==> src/rtl/rs232_pkg.sv <==
// Shared types and ASCII constants for the serial hex loader.
package rs232_pkg;

  localparam int unsigned BCNT_W = 16;

  typedef enum logic [1:0] {
    DATA_HI = 2'd0,
    DATA_LO = 2'd1,
    ADDR    = 2'd2,
    COMMENT = 2'd3
  } state_e;

  localparam logic [7:0] CH_AT   = 8'h40;
  localparam logic [7:0] CH_HASH = 8'h23;
  localparam logic [7:0] CH_LF   = 8'h0A;
  localparam logic [7:0] CH_CR   = 8'h0D;
  localparam logic [7:0] CH_SP   = 8'h20;
  localparam logic [7:0] CH_TAB  = 8'h09;

endpackage

==> src/rtl/hex_char_decode.sv <==
// Combinational ASCII classifier: hex digit value and whitespace detect.
module hex_char_decode
  import rs232_pkg::*;
(
  input  logic [7:0] ch_i,
  output logic       is_hex_o,
  output logic [3:0] nibble_o,
  output logic       is_ws_o
);

  always_comb begin
    is_hex_o = 1'b0;
    nibble_o = 4'h0;
    if (ch_i >= 8'h30 && ch_i <= 8'h39) begin
      is_hex_o = 1'b1;
      nibble_o = 4'(ch_i - 8'h30);
    end else if (ch_i >= 8'h41 && ch_i <= 8'h46) begin
      is_hex_o = 1'b1;
      nibble_o = 4'(ch_i - 8'h37);
    end else if (ch_i >= 8'h61 && ch_i <= 8'h66) begin
      is_hex_o = 1'b1;
      nibble_o = 4'(ch_i - 8'h57);
    end
  end

  assign is_ws_o = (ch_i == CH_SP) || (ch_i == CH_TAB) ||
                   (ch_i == CH_CR) || (ch_i == CH_LF);

endmodule

==> src/rtl/rs232_hex_loader.sv <==
// Parses "@AAAA" / hex-pair / '#' comment text from the UART into memory writes.
module rs232_hex_loader
  import rs232_pkg::*;
#(
  parameter int unsigned ADDR_W = 16
) (
  input  logic              clock,
  input  logic              reset_n,
  input  logic              rx_strobe,
  input  logic [7:0]        rx_byte,
  output logic              wr_valid,
  input  logic              wr_ready,
  output logic [ADDR_W-1:0] wr_addr,
  output logic [7:0]        wr_data,
  output logic              busy,
  output logic              err_syntax,
  output logic              err_overrun,
  input  logic              err_clear,
  output logic [BCNT_W-1:0] byte_count
);

  state_e              state_q, state_d;
  logic [ADDR_W-1:0]   addr_q, addr_d;
  logic [3:0]          nib_q, nib_d;
  logic                wr_valid_q, wr_valid_d;
  logic [ADDR_W-1:0]   wr_addr_q, wr_addr_d;
  logic [7:0]          wr_data_q, wr_data_d;
  logic                err_syntax_q, err_syntax_d;
  logic                err_overrun_q, err_overrun_d;
  logic [BCNT_W-1:0]   byte_count_q, byte_count_d;
  logic                busy_q, busy_d;

  logic       is_hex, is_ws;
  logic [3:0] nibble;
  logic       syn_ev, ovr_ev, complete;

  hex_char_decode u_dec (
    .ch_i     (rx_byte),
    .is_hex_o (is_hex),
    .nibble_o (nibble),
    .is_ws_o  (is_ws)
  );

  always_comb begin
    state_d       = state_q;
    addr_d        = addr_q;
    nib_d         = nib_q;
    wr_valid_d    = wr_valid_q;
    wr_addr_d     = wr_addr_q;
    wr_data_d     = wr_data_q;
    byte_count_d  = byte_count_q;
    syn_ev        = 1'b0;
    ovr_ev        = 1'b0;
    complete      = 1'b0;

    if (wr_valid_q && wr_ready) begin
      wr_valid_d   = 1'b0;
      byte_count_d = byte_count_q + BCNT_W'(1);
    end

    if (rx_strobe) begin
      unique case (state_q)
        DATA_HI: begin
          if (is_hex) begin
            nib_d   = nibble;
            state_d = DATA_LO;
          end else if (is_ws) begin
            state_d = DATA_HI;
          end else if (rx_byte == CH_AT) begin
            addr_d  = '0;
            state_d = ADDR;
          end else if (rx_byte == CH_HASH) begin
            state_d = COMMENT;
          end else begin
            syn_ev = 1'b1;
          end
        end
        DATA_LO: begin
          state_d = DATA_HI;
          if (is_hex) begin
            complete = 1'b1;
          end else begin
            syn_ev = 1'b1;
            if (rx_byte == CH_AT) begin
              addr_d  = '0;
              state_d = ADDR;
            end else if (rx_byte == CH_HASH) begin
              state_d = COMMENT;
            end
          end
        end
        ADDR: begin
          if (is_hex) begin
            addr_d = {addr_q[ADDR_W-5:0], nibble};
          end else if (is_ws) begin
            state_d = DATA_HI;
          end else if (rx_byte == CH_AT) begin
            addr_d = '0;
          end else if (rx_byte == CH_HASH) begin
            state_d = COMMENT;
          end else begin
            syn_ev  = 1'b1;
            state_d = DATA_HI;
          end
        end
        COMMENT: begin
          if (rx_byte == CH_LF) state_d = DATA_HI;
        end
      endcase
    end

    // A completed byte either launches (slot free or freed this cycle) or is
    // dropped as an overrun; the address advances in both cases.
    if (complete) begin
      if (!wr_valid_q || wr_ready) begin
        wr_valid_d = 1'b1;
        wr_addr_d  = addr_q;
        wr_data_d  = {nib_q, nibble};
      end else begin
        ovr_ev = 1'b1;
      end
      addr_d = addr_q + ADDR_W'(1);
    end

    err_syntax_d  = (err_syntax_q  && !err_clear) || syn_ev;
    err_overrun_d = (err_overrun_q && !err_clear) || ovr_ev;
    busy_d        = (state_d != DATA_HI) || wr_valid_d;
  end

  always_ff @(posedge clock or negedge reset_n) begin
    if (!reset_n) begin
      state_q       <= DATA_HI;
      addr_q        <= '0;
      nib_q         <= '0;
      wr_valid_q    <= 1'b0;
      wr_addr_q     <= '0;
      wr_data_q     <= '0;
      err_syntax_q  <= 1'b0;
      err_overrun_q <= 1'b0;
      byte_count_q  <= '0;
      busy_q        <= 1'b0;
    end else begin
      state_q       <= state_d;
      addr_q        <= addr_d;
      nib_q         <= nib_d;
      wr_valid_q    <= wr_valid_d;
      wr_addr_q     <= wr_addr_d;
      wr_data_q     <= wr_data_d;
      err_syntax_q  <= err_syntax_d;
      err_overrun_q <= err_overrun_d;
      byte_count_q  <= byte_count_d;
      busy_q        <= busy_d;
    end
  end

  assign wr_valid    = wr_valid_q;
  assign wr_addr     = wr_addr_q;
  assign wr_data     = wr_data_q;
  assign err_syntax  = err_syntax_q;
  assign err_overrun = err_overrun_q;
  assign byte_count  = byte_count_q;
  assign busy        = busy_q;

endmodule

==> config.mk <==
export PLATFORM = sky130hd
export DESIGN_NAME = rs232_hex_loader
export DESIGN_NICKNAME = d
export VERILOG_FILES = /design/src/rtl/rs232_pkg.sv /design/src/rtl/hex_char_decode.sv /design/src/rtl/rs232_hex_loader.sv
export SDC_FILE = /design/constraint.sdc
export NUM_CORES = 1
export LEC_CHECK = 0
export ABC_CLOCK_PERIOD_IN_PS = 5300
export CORE_ASPECT_RATIO = 0.6
export CORE_MARGIN = 3
export CORE_UTILIZATION = 40
export DETAILED_ROUTE_END_ITERATION = 8
export PLACE_DENSITY = 0.63
export REMOVE_ABC_BUFFERS = 1
export SLEW_MARGIN = 20
export SYNTH_ARGS = -nofsm -noshare
export SYNTH_HDL_FRONTEND = slang
export SYNTH_HIERARCHICAL = 1
export SYNTH_SLANG_ARGS = --single-unit
export TNS_END_PERCENT = 10
==> constraint.sdc <==
create_clock -name clock -period 5.3 [get_ports clock]
set_clock_uncertainty 0.2 [all_clocks]
set_input_delay 1.59 -clock clock [delete_from_list [all_inputs] [get_ports clock]]
set_output_delay 1.59 -clock clock [all_outputs]
set_load 0.005 [all_outputs]
==> out/metrics.yaml <==
cts_hold_buffers: 0
crit_start: "rx_byte[0]"
dr_wl_met3_um: 588
nNetsFinal: 418
grt_max_degree: 35
dieHeight_um: 78.77
worst_setup_path_start_kind: "primary input"
internal_power_mw: 0.9974
root_buffer: "clkbuf_16"
utilization: 0.5466
fin_crit_ns: 4.776
grt_pass1_wl_um: 14120
rows: 25
gp_congestion: 0.8165
area_growth_syn_to_layout_pct: 27.40
synth_top_area_frac: 0.4679
dp_hpwl_um: 5955
path_buf_inv: 2
slowest_stage: "clkdlybuf4s50_1"
end_kind: "flip-flop"
switching_share: 0.3058
status: "completed"
hold_viol: 0
top_layer_used: "met4"
rsz0062_at_grt: "false"
drive_above_1_share: 0.1125
maxSlewViolCount: 0
grtUsageTotal: 0.1788
synth_most_common_cell: "dfrtp_1"
post_cts_buffers: 0
initial_core_util: 0.4290
avgViaCountPerCell: 5.429
cts_buffer_depth: 2
whs_ns: 0.2738
insertion_delay_ns: 0.34
drt-initial-drc-count: 198
tns_ns: 0
setup_violations: 0
synth-edff-count: 0
dr_total_vias: 2758
grt_pass1_vias: 2738
max_freq_mhz: 209.4
cts_made_buffers: 9
cp_slowest_stage_delay_ns: 0.69
p_seq_frac: 0.398
postRouteWirelength_um: 8266
worst_hold_startpoint: "byte_count[15]$_DFFE_PN0P_"
diodes: 0
leakagePower_nw: 2.028
r2r-start: "state_q[0]$_DFF_PN0_"
syn_avg_cell_area_um2: 10.60
synth-seq-cells: 66
fp.coreArea_um2: 8227
design_area_um2: 4497
drc: 0
cp.arrival_ns: 4.83
wirelength_met1_um: 4387
synth_common_cells: "dfrtp_1, nand2_1, mux2_1"
max_cap_viol_count: 0
antenna_found_initial: 0
yosys-top-cells-area: "dfrtp_1, mux2_1, ha_1"
required_ns: 5.35
synthFlopType: "dfrtp_1"
io_pins: 57
p_comb_frac: 0.230
dpl_cell_area_um2: 4225
powerDensity_nw_per_um2: 319.5
irDropWorstVdd_mv: 0.1491
yosysUniqueCellTypes: 59
synth_cells: 333
htreeDepth: 3
holdCritPathClass: "reg2reg"
synthesis.area_um2: 3530
slew_headroom: 0.4196
fp.dieW_um: 127.3
ys_warn_count: 6
tightest_slew_ns: 0.8647
async_reset_ff_frac: 1.000
die_area_um2: 10020
num-fill-cells: 728
drtAntennaViolNets: 0
total_power_mw: 1.437
wl_met2_um: 3218
p_clk_frac: 0.372
grt_overflow_total: 0
portBuffers: 56
ys_seq_area_frac: 0.4679
dr.pass1.iters: 4
cts_resized: 0
cp_top_family: "compound AO/OA/AOI/OAI gates"
cp_max_fo: 11
path_clk_slew_ns: 0.05
yosysTopAreaCell: "dfrtp_1"
numClockSinks: 66
crit_chain: "clkdlybuf4s50_1, inv_1, ha_1, o21bai_1, a21boi_0, nand2b_1, nand2b_1, a21boi_1, o22ai_2, o21ai_1, o21ai_1, o211ai_1"
tritoncts: "built"
crit_type: "in2reg"
power_switching_mw: 0.4393
fin_crit_sh: 0.9012
routedWlPerCell_um: 16.27
==> cell type report <==
class                      instances  area, µm²  share of cell area
clock buffer                       9      225.2             0.05008
clock inverter                     7      46.29             0.01029
inverter                          13      48.80             0.01085
multi-input combinational        241       1774              0.3945
sequential                        66       1652              0.3673
tap                              108      135.1             0.03005
timing repair buffer              64      615.6              0.1369
==> power groups by stage <==
stage	sequential, mW	clock [mW]	combinational (mW)
after floorplan	0.573	0	0.203
after global placement	0.579	0	0.324
after detailed placement	0.579	0	0.326
after CTS	0.572	0.552	0.328
after global routing	0.577	0.577	0.365
final	0.572	0.535	0.330
==> worst paths after layout <==
kind	to	slack, ns	depth (start not counted)
worst max-delay path	addr_q[14]$_DFFE_PN0P_	0.52	12
worst min-delay path	byte_count[15]$_DFFE_PN0P_	0.27	1
worst max register to register	addr_q[15]$_DFFE_PN0P_	2.68	7
worst min register to register	byte_count[15]$_DFFE_PN0P_	0.27	1
max in group asynchronous	nib_q[2]$_DFFE_PN0P_	2.89	2
min in group asynchronous	state_q[1]$_DFF_PN0_	1.11	1
==> metal layers <==
metal | GRT usage | up-vias
met3 | 0.06519 | 8
met2 | 0.2288 | 91
li1 | - | 1351
met5 | 0 | -
met4 | 0.05675 | 0
met1 | 0.2739 | 1308
==> cells in the final DEF (no fill, tap or decap), types with 6 or more instances in the layout <==
master           Yosys  final
nor3_1               8      8
o21ai_0              6      6
nand2_1             26     26
xnor2_1             11     11
mux2_1              20     20
buf_4                0      8
nand3_1             12     12
clkbuf_16            0      9
a21oi_1              9      9
mux2_2               9      9
o21ai_1             14     14
ha_1                10     10
xor2_1               6      6
and3_1               9      9
nor2b_1              6      6
nand2b_1             7      7
dfrtp_1             66     66
inv_1               12     12
a22oi_1              9      9
clkdlybuf4s50_1      0     55
nor2_1              14     14
==> worst reg2reg max path, cell delays in order (launching register included) <==
cell	delay (ns)
dfrtp_1	0.43
inv_1	0.14
ha_1	0.32
nor2b_1	0.26
o31a_1	0.26
o21ai_1	0.33
a21o_1	0.27
a221o_1	0.28
==> state kept, by name (all words and copies together), names as in the netlist <==
signal and count:
addr_q 16, err_overrun 1, wr_valid 1, state_q 2
byte_count 16, err_syntax 1, wr_data 8, nib_q 4
wr_addr 16, busy 1
==> metrics by stage <==
step           instances  setup slack [ns]
4_1_cts              508            0.5823
3_3_place_gp         492            0.3841
3_5_place_dp         492            0.2458
6_report             508            0.5236
5_1_grt              508            0.2111
2_1_floorplan        320            0.6348
==> cell families (layout without fill, tap and decap cells) <==
family                   Yosys count  after routing  synth area share
AND/OR/NAND/NOR                  112            112            0.1804
XOR/XNOR                          17             17           0.04218
multiplexers                      29             29           0.09252
AO/OA/AOI/OAI                     73             73            0.1521
flip-flops                        66             66            0.4679
adder cells (fa/ha/maj)           10             10           0.03545
buffers and inverters             26             93           0.02942
(Power assumes the default switching activity.)
